$ cat config.mk
export PLATFORM = sky130hd
export DESIGN_NAME = imm_gen_pipe
export DESIGN_NICKNAME = d
export VERILOG_FILES = /design/src/rtl/imm_gen_pipe_pkg.sv /design/src/rtl/imm_gen_pipe_decode.sv /design/src/rtl/imm_gen_pipe.sv
export SDC_FILE = /design/constraint.sdc
export NUM_CORES = 1
export LEC_CHECK = 0
export BUFFER_PORTS_ARGS = -buffer_cell sky130_fd_sc_hd__buf_4
export CAP_MARGIN = 20
export CORE_MARGIN = 1.5
export CORE_UTILIZATION = 57
export CTS_CLUSTER_DIAMETER = 120
export DETAILED_ROUTE_END_ITERATION = 6
export MAX_ROUTING_LAYER = met4
export PLACE_DENSITY_LB_ADDON = 0.1
export SLEW_MARGIN = 40
export SYNTH_ARGS = -nofsm -noshare
export SYNTH_HDL_FRONTEND = slang
export SYNTH_SLANG_ARGS = --single-unit
$ cat constraint.sdc
create_clock -name i_clk -period 5.7 [get_ports i_clk]
set_input_delay 0.855 -clock i_clk [delete_from_list [all_inputs] [get_ports i_clk]]
set_output_delay 0.855 -clock i_clk [all_outputs]
set_load 0.01 [all_outputs]
$ cat src/rtl/imm_gen_pipe_pkg.sv
// Shared decode constants and types for imm_gen_pipe.
package imm_gen_pkg;

   localparam logic [6:0] OP_IMM = 7'b0010011;
   localparam logic [6:0] LOAD   = 7'b0000011;
   localparam logic [6:0] STORE  = 7'b0100011;
   localparam logic [6:0] BRANCH = 7'b1100011;
   localparam logic [6:0] LUI    = 7'b0110111;
   localparam logic [6:0] AUIPC  = 7'b0010111;
   localparam logic [6:0] JAL    = 7'b1101111;
   localparam logic [6:0] JALR   = 7'b1100111;
   localparam logic [6:0] SYSTEM = 7'b1110011;

   typedef enum logic [2:0] {
      IMM_NONE = 3'd0,
      IMM_I    = 3'd1,
      IMM_S    = 3'd2,
      IMM_B    = 3'd3,
      IMM_U    = 3'd4,
      IMM_J    = 3'd5,
      IMM_Z    = 3'd6
   } imm_type_e;

   // Width-independent part of the buffered payload; XLEN-wide fields are added by the top.
   typedef struct packed {
      logic [31:0] inst;
      imm_type_e   imm_type;
      logic        target_vld;
   } imm_meta_t;

endpackage

$ cat src/rtl/imm_gen_pipe_decode.sv
// Combinational RISC-V immediate decoder.
// IMM_GEN_ZICSR_EN enables the CSR zimm (IMM_Z) format for SYSTEM opcodes.
module imm_decode
   import imm_gen_pkg::*;
#(
   parameter int unsigned XLEN = 32
) (
   input  logic [31:0]     inst,
   output logic [XLEN-1:0] imm,
   output imm_type_e       imm_type
);

   logic [31:0] imm32;

   always_comb begin
      imm32    = '0;
      imm_type = IMM_NONE;
      case (inst[6:0])
         OP_IMM, LOAD, JALR: begin
            imm32    = {{20{inst[31]}}, inst[31:20]};
            imm_type = IMM_I;
         end
         STORE: begin
            imm32    = {{20{inst[31]}}, inst[31:25], inst[11:7]};
            imm_type = IMM_S;
         end
         BRANCH: begin
            imm32    = {{19{inst[31]}}, inst[31], inst[7], inst[30:25], inst[11:8], 1'b0};
            imm_type = IMM_B;
         end
         LUI, AUIPC: begin
            imm32    = {inst[31:12], 12'b0};
            imm_type = IMM_U;
         end
         JAL: begin
            imm32    = {{11{inst[31]}}, inst[31], inst[19:12], inst[20], inst[30:21], 1'b0};
            imm_type = IMM_J;
         end
`ifdef IMM_GEN_ZICSR_EN
         SYSTEM: begin
            if (inst[14]) begin
               imm32    = {27'b0, inst[19:15]};
               imm_type = IMM_Z;
            end
         end
`endif
         default: begin
            imm32    = '0;
            imm_type = IMM_NONE;
         end
      endcase
   end

   // Bit 31 of imm32 is 0 for zimm, so one signed widening covers every format.
   assign imm = XLEN'($signed(imm32));

endmodule

$ cat src/rtl/imm_gen_pipe.sv
// Registered immediate generator with 2-entry output buffer (output + skid).
// Optional CSR zimm decode via IMM_GEN_ZICSR_EN (handled in imm_decode).
module imm_gen_pipe
   import imm_gen_pkg::*;
#(
   parameter int unsigned XLEN = 32
) (
   input  logic            i_clk,
   input  logic            i_rst_n,
   input  logic            i_valid,
   output logic            o_ready,
   input  logic [31:0]     i_inst,
   input  logic [XLEN-1:0] i_pc,
   output logic            o_valid,
   input  logic            i_ready,
   output logic [XLEN-1:0] o_imm,
   output logic [2:0]      o_imm_type,
   output logic [XLEN-1:0] o_target,
   output logic            o_target_vld,
   output logic [XLEN-1:0] o_pc,
   output logic [31:0]     o_inst
);

   typedef struct packed {
      logic [XLEN-1:0] imm;
      logic [XLEN-1:0] target;
      logic [XLEN-1:0] pc;
      imm_meta_t       meta;
   } payload_t;

   logic [XLEN-1:0] dec_imm;
   imm_type_e       dec_type;
   logic            dec_tvld;
   payload_t        in_pl;

   payload_t out_q, out_d, skid_q, skid_d;
   logic     out_vld_q, out_vld_d, skid_vld_q, skid_vld_d, ready_q;
   logic     accept, drain;

   imm_decode #(.XLEN(XLEN)) u_decode (
      .inst     (i_inst),
      .imm      (dec_imm),
      .imm_type (dec_type)
   );

   always_comb begin
      dec_tvld              = (dec_type == IMM_B) || (dec_type == IMM_J) || (i_inst[6:0] == AUIPC);
      in_pl.imm             = dec_imm;
      in_pl.target          = dec_tvld ? (i_pc + dec_imm) : '0;
      in_pl.pc              = i_pc;
      in_pl.meta.inst       = i_inst;
      in_pl.meta.imm_type   = dec_type;
      in_pl.meta.target_vld = dec_tvld;
   end

   assign accept = i_valid && ready_q;
   assign drain  = out_vld_q && i_ready;

   always_comb begin
      out_d      = out_q;
      out_vld_d  = out_vld_q;
      skid_d     = skid_q;
      skid_vld_d = skid_vld_q;
      if (!out_vld_q || drain) begin
         if (skid_vld_q) begin
            // Skid drains into the output register and may refill in the same cycle.
            out_d      = skid_q;
            out_vld_d  = 1'b1;
            skid_vld_d = accept;
            if (accept) skid_d = in_pl;
         end else begin
            out_vld_d = accept;
            if (accept) out_d = in_pl;
         end
      end else if (accept) begin
         skid_d     = in_pl;
         skid_vld_d = 1'b1;
      end
   end

   always_ff @(posedge i_clk) begin
      if (!i_rst_n) begin
         out_q      <= '0;
         skid_q     <= '0;
         out_vld_q  <= 1'b0;
         skid_vld_q <= 1'b0;
         ready_q    <= 1'b0;
      end else begin
         out_q      <= out_d;
         skid_q     <= skid_d;
         out_vld_q  <= out_vld_d;
         skid_vld_q <= skid_vld_d;
         ready_q    <= !skid_vld_d;
      end
   end

   assign o_ready      = ready_q;
   assign o_valid      = out_vld_q;
   assign o_imm        = out_q.imm;
   assign o_imm_type   = out_q.meta.imm_type;
   assign o_target     = out_q.target;
   assign o_target_vld = out_q.meta.target_vld;
   assign o_pc         = out_q.pc;
   assign o_inst       = out_q.meta.inst;

endmodule

### Yosys cells after proc, flatten, opt, wreduce, memory -nomap -nowiden

Index checks and enable logic that the tools add are counted.

* $add $sub $neg: 1
* multipliers: 0
* div/mod/pow operators: 0
* order comparisons: 0
* equality and inequality tests: 11
* shift-type cells: 0
* mux-type cells: 12
* bitwise logic cells: 0
* reductions and logical operators: 11

Operator list (number)
* 132-bit 2-to-1 mux: 5
* 32-bit one-hot mux with 5 select lines: 1
* 32-bit adder: 1
* 32-bit 2-to-1 mux: 1
* 7-bit equality test (second input constant): 3
* 3-bit one-hot mux with 5 select lines: 1
* 7-bit by 5-bit equality test with 1-bit output (second input constant): 2
* 7-bit by 6-bit equality test with 1-bit output (second input constant): 2
* 7-bit by 2-bit equality test with 1-bit output (second input constant): 1
* 1-bit 2-to-1 mux: 4
* 3-bit by 2-bit equality test with 1-bit output (second input constant): 1
* 3-bit equality test (second input constant): 1
* 1-bit logical OR: 3
* 3-bit OR reduction: 1
* 1-bit logical AND: 2
* 1-bit zero test: 2
* 2-bit != test (second input constant): 1
* 2-bit AND reduction: 1
* 2-bit nonzero test: 1
* 2-bit OR reduction: 1

* flip-flop bits (word level): 267
* latch bits: 0
* bits in writable memories: 0
* ROM bits: 0
* memories kept: 0

### Depth between registers and ports, before layout

Gate-level depths: netlist (run 1).

* depth in word-level cells: 10
* gate-level depth with buffers: 19

### Cells and area by module

From an unflattened synthesis (run 1), not the netlist that was laid out.

* cell total of the unflattened synthesis: 1574
* area total of the unflattened synthesis: 12943.7 um^2

By module, submodules not included
* imm_gen_pipe: times used 1, cells each 1500, area each 12426.9 um^2, sequential area each 5345.1 um^2
* imm_decode: times used 1, cells each 74, area each 516.7 um^2, sequential area each 0.0 um^2

### Least setup slack after synthesis (run 1)

OpenSTA, ideal clock, no wires.

* path kind: input to register
* from: input port i_inst[5]
* to: register skid_q[96] in the netlist's numbering
* library setup time: 0.070 ns
* arrival: 4.354 ns
* setup slack: 1.276 ns
* cell stages on the path: 18
* cell sequence: buf_2 -> or4_1 -> a21oi_2 -> or2_1 -> buf_4 -> and2_1 -> buf_4 -> a21oi_1 -> inv_1 -> ha_1 -> buf_6 -> a21o_1 -> a211o_1 -> or3_1 -> o211ai_2 -> a21boi_1 -> or4_1 -> a21boi_1

* elaborated cells between the ends (all ways): 21
* those cells by class: add/sub (1); eq/ne (10); mux (6); reduce/logical (4)

RTL lines
* from (decl): RTL line imm_gen_pipe.sv:12 `input logic [31:0] i_inst,`
* 7-bit by 5-bit equality test with 1-bit output (tied with other cells): RTL line imm_gen_pipe_decode.sv:18 `case (inst[6:0])`
* 3-bit OR reduction or 2-bit OR reduction (tied branches): RTL line imm_gen_pipe_decode.sv:18
* 32-bit one-hot mux with 5 select lines *: RTL line imm_gen_pipe_decode.sv:18
* via dec_imm[22]: RTL line imm_gen_pipe.sv:31 `logic [XLEN-1:0] dec_imm;`
* 32-bit adder *: RTL line imm_gen_pipe.sv:49 `in_pl.target = dec_tvld ? (i_pc + dec_imm) : '0;`
* 32-bit 2-to-1 mux *: RTL line imm_gen_pipe.sv:49
* 132-bit 2-to-1 mux *: RTL line imm_gen_pipe.sv:70, imm_gen_pipe.sv:75
* 132-bit 2-to-1 mux: RTL line imm_gen_pipe.sv:65 `if (skid_vld_q) begin`
* 132-bit 2-to-1 mux *: RTL line imm_gen_pipe.sv:64 `if (!out_vld_q || drain) begin`
* to (signal assigned): RTL line imm_gen_pipe.sv:90 `skid_q <= skid_d;`
* to (decl): RTL line imm_gen_pipe.sv:36 `payload_t out_q, out_d, skid_q, skid_d;`

Mark *: on every way through the listed nets, which the timed path passes. The rest lies on a longest branch. The select of a mux whose other input is x is not followed.
A chain may end at the register's enable or synchronous reset.

### Final worst setup path (run 1)

* from: input port i_inst[1]
* to: register out_q (netlist bit o_target[27])

* elaborated cells between the ends (all ways): 20
* those cells by class: add/sub (1); eq/ne (10); mux (5); reduce/logical (4)

RTL lines
* 7-bit by 5-bit equality test with 1-bit output (tied with other cells): RTL line imm_gen_pipe_decode.sv:18
* 3-bit OR reduction or 2-bit OR reduction (tied branches): RTL line imm_gen_pipe_decode.sv:18
* 32-bit one-hot mux with 5 select lines *: RTL line imm_gen_pipe_decode.sv:18
* via dec_imm[20]: RTL line imm_gen_pipe.sv:31
* 32-bit adder *: RTL line imm_gen_pipe.sv:49
* 32-bit 2-to-1 mux *: RTL line imm_gen_pipe.sv:49
* 132-bit 2-to-1 mux *: RTL line imm_gen_pipe.sv:73 `if (accept) out_d = in_pl;`
* 132-bit 2-to-1 mux *: RTL line imm_gen_pipe.sv:65
* to (signal assigned): RTL line imm_gen_pipe.sv:89 `out_q <= out_d;`
* to (decl): RTL line imm_gen_pipe.sv:36

Marks and branches as above.

==> impl_metrics.py, run 1 <==
metrics = {
    "setup_path": {
        "crit_type": "input pin to register",
        "cp.arrival_ns": 4.92,
        "worst_path_dominant_cell_family": "simple AND/OR/NAND/NOR gates",
        "cpMaxStageDelayCell": "nor4_2",
        "path_cells": "buf_4 > nand2_1 > nor4_2 > or2_1 > and2_1 > a21oi_1 > inv_1 > ha_1 > nand4_1 > a21oi_1 > a311oi_1 > a21boi_1 > o41ai_1 > xnor2_1 > a221oi_1 > nor2_1",
        "worst_setup_path_start_kind": "input pin",
        "crit_top_cell": "a21oi_1",
        "cp_max_fo": 11,
        "crit_required_ns": 6.13,
        "critical_path_buf_inv_count": 2,
        "crit_path_end_kind": "register",
        "slowest_delay_ns": 0.66,
    },
    "clock_tree": {
        "cts_tree": "done",
        "clock_latency_ns": 0.54,
        "cts_hold_buf": 0,
        "clockBufferDepth": 3,
        "cts-resized-gates": 0,
        "clk_pin_slew_worst_paths_ns": 0.07,
        "cts.sinks": 267,
        "root_buffer": "clkbuf_16",
        "postCtsSetupBuffers": 0,
        "cts_buffers": 28,
        "h-tree-depth": 1,
    },
    "die": {
        "num_rows": 55,
        "core_area_sq_um": 22600,
        "die_area_sq_um": 23900,
        "die_w_um": 154,
        "start_util": 0.579,
        "dieHeight_um": 154,
        "ios": 202,
    },
    "synth": {
        "ys_seq_area_frac": 0.409,
        "yosys-top-cells-count": "nand2_1 (380), dfxtp_1 (267), clkbuf_1 (114), o211a_1 (112)",
        "synth_cell_types": 62,
        "synth_ff_type": "dfxtp_1",
        "synth_cells": 1562,
        "synth-async-reset-ratio": 0,
        "syn_area_sq_um": 13100,
        "avgSynthCellArea_sq_um": 8.37,
        "synth_edf_count": 0,
        "yosys.area.top_type": "dfxtp_1",
        "ys_top_cells_by_area": "dfxtp_1 (41%), nand2_1 (11%), o211a_1 (8.6%), mux2i_1 (5.1%), a21boi_0 (4.5%)",
        "synth_top_cell_area_share": 0.409,
        "synthMostInstantiatedCell": "nand2_1",
        "postSynthNetCount": 1662,
        "ys_seq_elements": 267,
        "yosysWarnings": 0,
    },
    "finish": {
        "fill_cells": 1868,
        "drive_gt1_frac": 0.164,
        "syn2layout_area_growth_pct": 19.1,
        "nets": 1777,
        "post-route-cell-area_sq_um": 15600,
    },
    "place": {
        "place_hpwl_um": 25200,
        "place_area_sq_um": 14600,
        "dp_slack_ns": 0.756,
        "finalWeightedCongestion": 0.890,
        "io_buffer_count": 201,
    },
    "global_route": {
        "grt_use_total": 0.312,
        "grt_pass1_vias": 10938,
        "gr-total-overflow": 0,
        "grt_pass1_wl_um": 58400,
        "grt_max_degree": 185,
        "grt_antenna_before_repair": 1,
    },
    "timing": {
        "min_period_ns": 4.50,
        "finalSetupViolCount": 0,
        "post-route-period-util": 0.789,
        "worst_slack_ns": 1.20,
        "worst_slew_pin_slew_ns": 0.991,
        "finalClockSkew_ns": 0.0162,
        "max_freq_mhz": 222,
        "rsz0062_at_grt": "no",
        "final-max-slew-violation-count": 0,
        "finalHoldViolCount": 0,
        "slew_headroom": 0.339,
        "tns_ns": 0,
    },
    "detailed_routing": {
        "vias": 11669,
        "drt-vias-per-instance": 5.88,
        "wl_per_cell_um": 18.7,
        "drtAntennaViolNets": 0,
        "drt_first_pass_iters": 5,
        "drt_wl_total_um": 37100,
        "drtIter0Drc": 727,
        "drc": 0,
    },
    "status": {
        "outcome": "finished, final reports clean",
    },
    "pwr": {
        "p_total_w": 0.00432,
        "pwr_density_cell_nw_per_um2": 277,
        "ir_drop_v": 0.000241,
        "leakagePower_nw": 7.29,
    },
    "flow_run": {
        "maxCapViolations": 0,
    },
    "hold_path": {
        "min-delay-path-class": "register to register",
    },
}
[flip-flops by register name, indices dropped and copies added, names as in the netlist]
| signal | count |
|---|---|
| o_ready | 1 |
| o_pc | 32 |
| o_target_vld | 1 |
| skid_q | 132 |
| o_inst | 32 |
| o_valid | 1 |
| o_imm | 32 |
| o_target | 32 |
| o_imm_type | 3 |
| skid_vld_q | 1 |
[path summary, 6_finish.rpt]
check / slack, ns / endpoint / startpoint / cells past startpoint
min: 0.45 / o_imm[22] / o_imm[22] / 2
max reg2reg: 3.18 / skid_q[95] / o_valid / 7
min reg2reg: 0.45 / o_imm[22] / o_imm[22] / 2
max: 1.20 / o_target[27] / i_inst[1] / 16
[cell families after synthesis]
group	after synthesis	synth area share
adder cells (fa/ha/maj)	32	0.0312
flip-flops	267	0.409
XOR/XNOR	25	0.0167
buffers and inverters	165	0.0489
AND/OR/NAND/NOR	524	0.171
AO/OA/AOI/OAI	482	0.273
multiplexers	67	0.0513
[power by group]
group | switching (W) | internal (W)
sequential | 0.0000357 | 0.00193
combinational | 0.000286 | 0.000217
clock | 0.000770 | 0.00108
total | 0.00109 | 0.00323
[per-layer routing]
layer | vias up | routed length [um] | part of all wire | track usage
met5 | - | 0 | 0 | -
met4 | 0 | 643 | 0.017 | 0.0678
met3 | 62 | 2140 | 0.058 | 0.0460
met2 | 303 | 17600 | 0.47 | 0.515
met1 | 5574 | 16700 | 0.45 | 0.406
li1 | 5730 | - | - | -
[cells in the final DEF, fill, tap and decap left out, drive strengths merged, types with 6 or more instances in the layout]
master,instances
nand3,27
clkbuf,37
nand4,6
a21boi,97
or2,6
inv,39
and2,18
a21oi,78
nor3,13
a22oi,10
xor2,8
o211ai,25
nor2,31
xnor2,17
a221oi,11
nand2,380
mux2i,67
nor2b,17
ha,31
o31ai,6
o21ai,84
a21o,8
dfxtp,267
o211a,112
a211oi,8
clkinv,12
buf,210
[worst min-delay path: stages, from the launching register on]
cell and delay [ns]:
dfxtp_1 0.31, nand2_1 0.05, a21boi_1 0.05
[final cells by class]
type	instances	area, sq um	share of cell area
well taps	285	357	0.0229
diodes	1	2.50	0.000161
inverters	39	146	0.00940
clock inverters	16	139	0.00892
clock buffers	36	802	0.0515
multi-input cells	1130	7120	0.457
repair buffers	211	1660	0.107
flip-flops and latches	267	5350	0.343
[stage by stage]
stage | utilization | hold WS (ns) | cells
2_1_floorplan | - | 0.431 | 1562
3_3_place_gp | 0.647 | 0.441 | 1931
3_5_place_dp | 0.647 | 0.444 | 1931
4_1_cts | 0.688 | 0.454 | 1983
5_1_grt | 0.690 | 0.479 | 1985
6_report | 0.690 | 0.450 | 1985
No activity file was read; power rests on OpenSTA's default activity.
==> inputs of run 2 (changes only) <==
--- a/config.mk
+++ b/config.mk
@@ -5,6 +5,7 @@
 export SDC_FILE = /design/constraint.sdc
 export NUM_CORES = 1
 export LEC_CHECK = 0
+export ABC_AREA = 1
 export BUFFER_PORTS_ARGS = -buffer_cell sky130_fd_sc_hd__buf_4
 export CAP_MARGIN = 20
 export CORE_MARGIN = 1.5
==> constraint.sdc (replaced) <==
create_clock -name i_clk -period 4.2 [get_ports i_clk]
set_input_delay 0.63 -clock i_clk [delete_from_list [all_inputs] [get_ports i_clk]]
set_output_delay 0.63 -clock i_clk [all_outputs]
set_load 0.01 [all_outputs]
==> run 2 against run 1 <==
  * Sequential share of layout area fell by 0.28 points
  * Hold slack worse by 0.12 ns
  * Non-clock buffer count grew 9
  * Wire length rose by 13%
  * Critical endpoint is now o_target[17]
  * Utilization is 0.35 points higher
  * Highest routed layer unchanged
  * Combinational power increased by 39%
  * Clock skew is 0.0045 ns higher
  * Flip-flop and latch count did not move
  * Largest power group unchanged
==> impl_metrics.py, run 2 <==
metrics = {
    "status": {
        "outcome": "finished, final reports clean",
    },
    "finish": {
        "drive_gt1_frac": 0.159,
        "mostFrequentLayoutCells": "nand2_1 (458), dfxtp_1 (266), nor2_1 (243)",
        "syn2layout_area_growth_pct": 19.6,
        "post-route-cell-area_sq_um": 15700,
        "nets": 2166,
        "finish.utilization": 0.694,
        "fill_cells": 1898,
        "top_register": "skid_q",
        "num_antenna_cells": 0,
        "layout_commonest_cell": "nand2_1",
        "largest_reg_flops": 132,
    },
    "synth": {
        "syn_area_sq_um": 13100,
        "synth-compound-area-share": 0.228,
        "synth_ff_type": "dfxtp_1",
        "ys_seq_area_frac": 0.407,
        "postSynthNetCount": 2036,
        "yosys.area_share.simple": 0.248,
        "ys_top_cells_by_area": "dfxtp_1 (41%), nand2_1 (13%), o21ai_0 (9.0%), a21oi_1 (7.4%), nor2_1 (7.0%)",
        "synth_top_cell_area_share": 0.407,
        "yosys.area_share.adder": 0.0311,
        "muxShareOfSynthArea": 0,
        "synth_cells": 1936,
        "ys_seq_elements": 267,
        "synth_edf_count": 0,
        "synth_cell_types": 47,
        "yosysWarnings": 0,
        "synth_top_family_by_area": "simple AND/OR/NAND/NOR gates",
        "synthMostInstantiatedCell": "nand2_1",
        "yosys-top-cells-count": "nand2_1 (459), dfxtp_1 (267), nor2_1 (243), o21ai_0 (235), a21oi_1 (193)",
        "yosys.area.top_type": "dfxtp_1",
        "avgSynthCellArea_sq_um": 6.78,
        "synth-async-reset-ratio": 0,
        "synth-xor-area-share": 0.00334,
    },
    "timing": {
        "min_period_ns": 3.52,
        "slew_headroom": 0.420,
        "finalHoldViolCount": 0,
        "rsz0062_at_grt": "no",
        "finalClockSkew_ns": 0.0207,
        "max_freq_mhz": 284,
        "post-route-period-util": 0.837,
        "worst_slack_ns": 0.683,
        "finalSetupViolCount": 0,
        "final-max-slew-violation-count": 0,
        "tns_ns": 0,
        "worst_slew_pin_slew_ns": 0.869,
    },
    "global_route": {
        "grt_pass1_wl_um": 66300,
        "grt_antenna_before_repair": 0,
        "grt_use_total": 0.355,
        "gr-total-overflow": 0,
        "grt_max_degree": 191,
        "grt_pass1_vias": 12448,
    },
    "pwr": {
        "pwr_density_cell_nw_per_um2": 385,
        "p_total_w": 0.00605,
        "ir_drop_v": 0.000390,
        "leakagePower_nw": 7.62,
    },
    "detailed_routing": {
        "drt-vias-per-instance": 5.72,
        "drtIter0Drc": 1178,
        "drt_wl_total_um": 42000,
        "drc": 0,
        "drtAntennaViolNets": 0,
        "vias": 13580,
        "wl_per_cell_um": 17.7,
        "drt_first_pass_iters": 6,
    },
    "flow_run": {
        "maxCapViolations": 0,
    },
    "clock_tree": {
        "clk_pin_slew_worst_paths_ns": 0.06,
        "cts_buffers": 28,
        "clock_latency_ns": 0.55,
        "cts_tree": "done",
        "cts-resized-gates": 0,
        "postCtsSetupBuffers": 0,
        "h-tree-depth": 1,
        "root_buffer": "clkbuf_16",
        "cts_hold_buf": 0,
        "cts.sinks": 267,
        "clockBufferDepth": 3,
    },
    "setup_path": {
        "crit_required_ns": 4.60,
        "worst_setup_path_start_kind": "input pin",
        "ff2ff_path_depth": 7,
        "path_cells": "buf_4 > nand2_4 > clkinv_2 > nand2_2 > o21ai_4 > nand2_1 > inv_1 > nor2_2 > o21ai_0 > ha_1 > nand2_1 > inv_1 > nand2_1 > nor2_1 > nand4_1 > nand3_1 > a21oi_1 > o21ai_0 > buf_4 > nand2_1 > nand2_1 > a21oi_1",
        "cp.arrival_ns": 3.92,
        "crit_type": "input pin to register",
        "crit_path_end_kind": "register",
        "cp.depth": 22,
        "critical_path_buf_inv_count": 5,
        "cpMaxStageDelayCell": "ha_1",
        "cp_max_fo": 8,
        "worst_path_dominant_cell_family": "simple AND/OR/NAND/NOR gates",
        "slowest_delay_ns": 0.51,
        "crit_top_cell": "nand2_1",
    },
    "die": {
        "dieHeight_um": 155,
        "num_rows": 55,
        "start_util": 0.580,
        "die_w_um": 155,
        "die_area_sq_um": 23900,
        "ios": 202,
        "core_area_sq_um": 22600,
    },
    "place": {
        "finalWeightedCongestion": 0.922,
        "place_hpwl_um": 28800,
        "dp_slack_ns": 0.183,
        "io_buffer_count": 201,
        "place_area_sq_um": 14700,
    },
    "hold_path": {
        "hold_depth": 3,
        "min-delay-path-class": "input pin to register",
    },
}
-- run 2: logic make-up after synthesis --
logic type	after synthesis
and+or+nand+nor	802
AOI/OAI and AO/OA	554
buffers and inverters	276
DFF	267
adders and majority gates	32
xor gates and xnor gates	5
-- run 2: metal layers --
layer / wire (um) / GRT usage
met2: 19900 / 0.588
met4: 1320 / 0.113
met5: 0 / -
met1: 17800 / 0.452
met3: 2960 / 0.0460
-- run 2: worst min-delay path, delay by kind of cell --
kind                   cells  cell delay, ns
and+or+nand+nor            2            0.12
buffers and inverters      1            0.10
-- run 2: final timing paths --
kind / from / end / slack (ns)
hold reg to reg: skid_q[37] / o_pc[1] / 0.46
setup reg to reg: skid_vld_q / o_pc[22] / 1.37
hold / removal: i_pc[5] / skid_q[41] / 0.33
setup / recovery: i_inst[1] / o_target[17] / 0.68
-- run 2: where the power goes --
group          internal, W  total [W]  switching [W]
Clock              0.00159    0.00267        0.00108
Combinational     0.000266   0.000697       0.000432
Sequential         0.00263    0.00269      0.0000568
-- run 2: area by class of cell --
class | instances | area (sq um) | area share
multi-input cells | 1393 | 6710 | 0.427
flip-flops and latches | 267 | 5350 | 0.341
repair buffers | 220 | 1700 | 0.108
clock buffers | 35 | 757 | 0.0482
inverters | 156 | 603 | 0.0384
well taps | 285 | 357 | 0.0227
clock inverters | 17 | 231 | 0.0147
-- run 2: stage by stage --
stage | cells | hold slack, ns
floorplan | 1936 | 0.436
global placement | 2321 | 0.446
detailed placement | 2321 | 0.457
CTS | 2373 | 0.324
global route | 2373 | 0.342
finish | 2373 | 0.334
==> inputs of run 3 (changes only) <==
--- a/config.mk
+++ b/config.mk
@@ -5,7 +5,7 @@
 export SDC_FILE = /design/constraint.sdc
 export NUM_CORES = 1
 export LEC_CHECK = 0
-export ABC_AREA = 1
+export ABC_AREA = 0
 export BUFFER_PORTS_ARGS = -buffer_cell sky130_fd_sc_hd__buf_4
 export CAP_MARGIN = 20
 export CORE_MARGIN = 1.5
==> constraint.sdc (replaced) <==
create_clock -name i_clk -period 3.63 [get_ports i_clk]
set_input_delay 0.5445 -clock i_clk [delete_from_list [all_inputs] [get_ports i_clk]]
set_output_delay 0.5445 -clock i_clk [all_outputs]
set_load 0.01 [all_outputs]
==> run 3 against run 2 <==
  * Wire length is 8.1% lower
  * Die area is 0.32% lower
  * Count of clock-buffer cells in the layout is 2 higher
  * Global-route usage is 3.1 points lower
  * Sequential power is 15% higher
  * Non-clock buffer count is 140 higher
  * Worst setup slack worse by 0.50 ns
  * Critical path type unchanged
==> impl_metrics.py, run 3 (synthesized netlist as in run 1, its figures left out) <==
metrics = {
    "status": {
        "outcome": "finished, final reports clean",
    },
    "hold_path": {
        "hold_path_end": "skid_q[39]",
        "min-delay-path-class": "input pin to register",
        "hold_start": "i_pc[3]",
        "hold_depth": 3,
    },
    "timing": {
        "max_freq_mhz": 290,
        "final-max-slew-violation-count": 0,
        "post-route-period-util": 0.951,
        "worst_slack_ns": 0.179,
        "rsz0062_at_grt": "no",
        "min_period_ns": 3.45,
        "hold_ws_ns": 0.293,
        "finalSetupViolCount": 0,
        "slew_headroom": 0.516,
        "finalClockSkew_ns": 0.0101,
        "worst_slew_pin_slew_ns": 0.724,
        "finalHoldViolCount": 0,
    },
    "place": {
        "finalWeightedCongestion": 0.951,
        "dp.cells": 2080,
        "io_buffer_count": 201,
        "place_hpwl_um": 26900,
        "dp_slack_ns": -0.463,
    },
    "clock_tree": {
        "cts_buffers": 27,
        "clockBufferDepth": 3,
        "clock_latency_ns": 0.53,
        "cts.sinks": 267,
        "clk_pin_slew_worst_paths_ns": 0.06,
        "root_buffer": "clkbuf_16",
        "h-tree-depth": 1,
        "cts_tree": "done",
    },
    "die": {
        "dieHeight_um": 154,
        "core_area_sq_um": 22600,
        "ios": 202,
        "start_util": 0.579,
        "die_area_sq_um": 23900,
        "die_w_um": 154,
        "num_rows": 55,
    },
    "finish": {
        "layout_commonest_cell": "nand2_1",
        "drive_gt1_frac": 0.234,
        "mostFrequentLayoutCells": "nand2_1 (380), buf_4 (350), dfxtp_1 (266)",
        "fill_cells": 1722,
        "top_register": "skid_q",
        "largest_reg_flops": 132,
        "ff_latch_area_sq_um": 5350,
        "multi_input_area_sq_um": 7180,
        "syn2layout_area_growth_pct": 27.9,
        "nets": 1925,
        "instances_no_fill": 2128,
        "num_antenna_cells": 0,
    },
    "flow_run": {
        "maxCapViolations": 0,
    },
    "setup_path": {
        "path_cells": "buf_4 > or4_4 > a21oi_4 > or2_4 > nand2_1 > inv_1 > ha_1 > a2111oi_0 > o21ai_1 > a41oi_2 > o21ai_1 > buf_4 > xnor2_1 > buf_4 > nor3_1 > a21oi_1 > a21oi_1",
        "cpMaxStageDelayCell": "or4_4",
        "crit-reg2reg-launch": "o_valid",
        "slowest_delay_ns": 0.54,
        "worst_setup_path_start_kind": "input pin",
        "crit_type": "input pin to register",
        "r2r-end": "skid_q[79]",
        "cp_max_fo": 7,
        "cp.arrival_ns": 3.88,
        "r2r_slack_ns": 1.34,
        "crit_path_end_kind": "register",
        "crit_required_ns": 4.06,
        "ff2ff_path_depth": 7,
        "crit_top_cell": "buf_4",
    },
    "detailed_routing": {
        "drc": 0,
        "drtIter0Drc": 724,
        "drt-vias-per-instance": 5.79,
        "drtAntennaViolNets": 0,
        "drt_first_pass_iters": 5,
        "drt_wl_total_um": 38600,
        "wl_per_cell_um": 18.1,
        "vias": 12327,
    },
    "global_route": {
        "grt_antenna_before_repair": 0,
        "grt_pass1_vias": 11475,
        "grt_max_degree": 148,
        "grt_pass1_wl_um": 60600,
        "gr-total-overflow": 0,
        "grt_use_total": 0.324,
    },
    "pwr": {
        "pwr_density_cell_nw_per_um2": 403,
        "p_total_w": 0.00673,
        "ir_drop_v": 0.000389,
        "leakagePower_nw": 8.00,
    },
}
[run 3: stage by stage]
stage	utilization	TNS [ns]	cell area (sq um)
floorplan	-	-0.526	13100
global placement	0.698	-9.61	15800
detailed placement	0.700	-11.41	15800
CTS	0.739	0	16700
global route	0.741	0	16700
finish	0.741	0	16700
[run 3: critical path: cells and delay by family]
| family | cells | cell delay, ns |
|---|---|---|
| XOR/XNOR | 1 | 0.28 |
| AND/OR/NAND/NOR | 4 | 0.85 |
| AO/OA/AOI/OAI | 7 | 1.44 |
| buffers and inverters | 4 | 0.52 |
| adder cells (fa/ha/maj) | 1 | 0.24 |
[run 3: per-layer routing]
layer  track usage  wire [um]  vias up
li1              -          -     6030
met1         0.424      17200     5862
met2         0.531      18300      369
met3        0.0395       2120       66
met4        0.0920        945        0
met5             -          0        -
[run 3: what timing repair did]
item | in CTS | in global routing
gates resized for setup | 0 | 8
endpoints found under the setup margin | 0 | 19
hold buffers | 0 | 0
buffers inserted | 0 | 0
[run 3: worst max-delay path by stage]
stage / start / endpoint / slack, ns / cells past startpoint
finish: i_inst[2] / o_target[15] / 0.18 / 17
global route: i_inst[3] / o_target[27] / 0.01 / 16
global placement: i_inst[2] / skid_q[96] / -0.40 / 15
floorplan: i_inst[5] / skid_q[96] / -0.35 / 18
detailed placement: i_inst[2] / skid_q[96] / -0.46 / 15
CTS: i_inst[2] / o_target[15] / 0.04 / 17
[run 3: cell type report]
class,count,area share
clock buffer,37,0.0450
timing repair buffer,360,0.169
tap,285,0.0213
sequential,267,0.320
multi-input combinational,1130,0.429
clock inverter,10,0.00666
inverter,39,0.00875
[run 3: power breakdown]
group | switching (W) | leakage, nW | total (W) | internal, W
clock network | 0.00116 | 0.429 | 0.00275 | 0.00159
logic | 0.000476 | 5.40 | 0.000894 | 0.000419
registers | 0.0000571 | 2.17 | 0.00309 | 0.00303
total | 0.00169 | 8.00 | 0.00673 | 0.00504
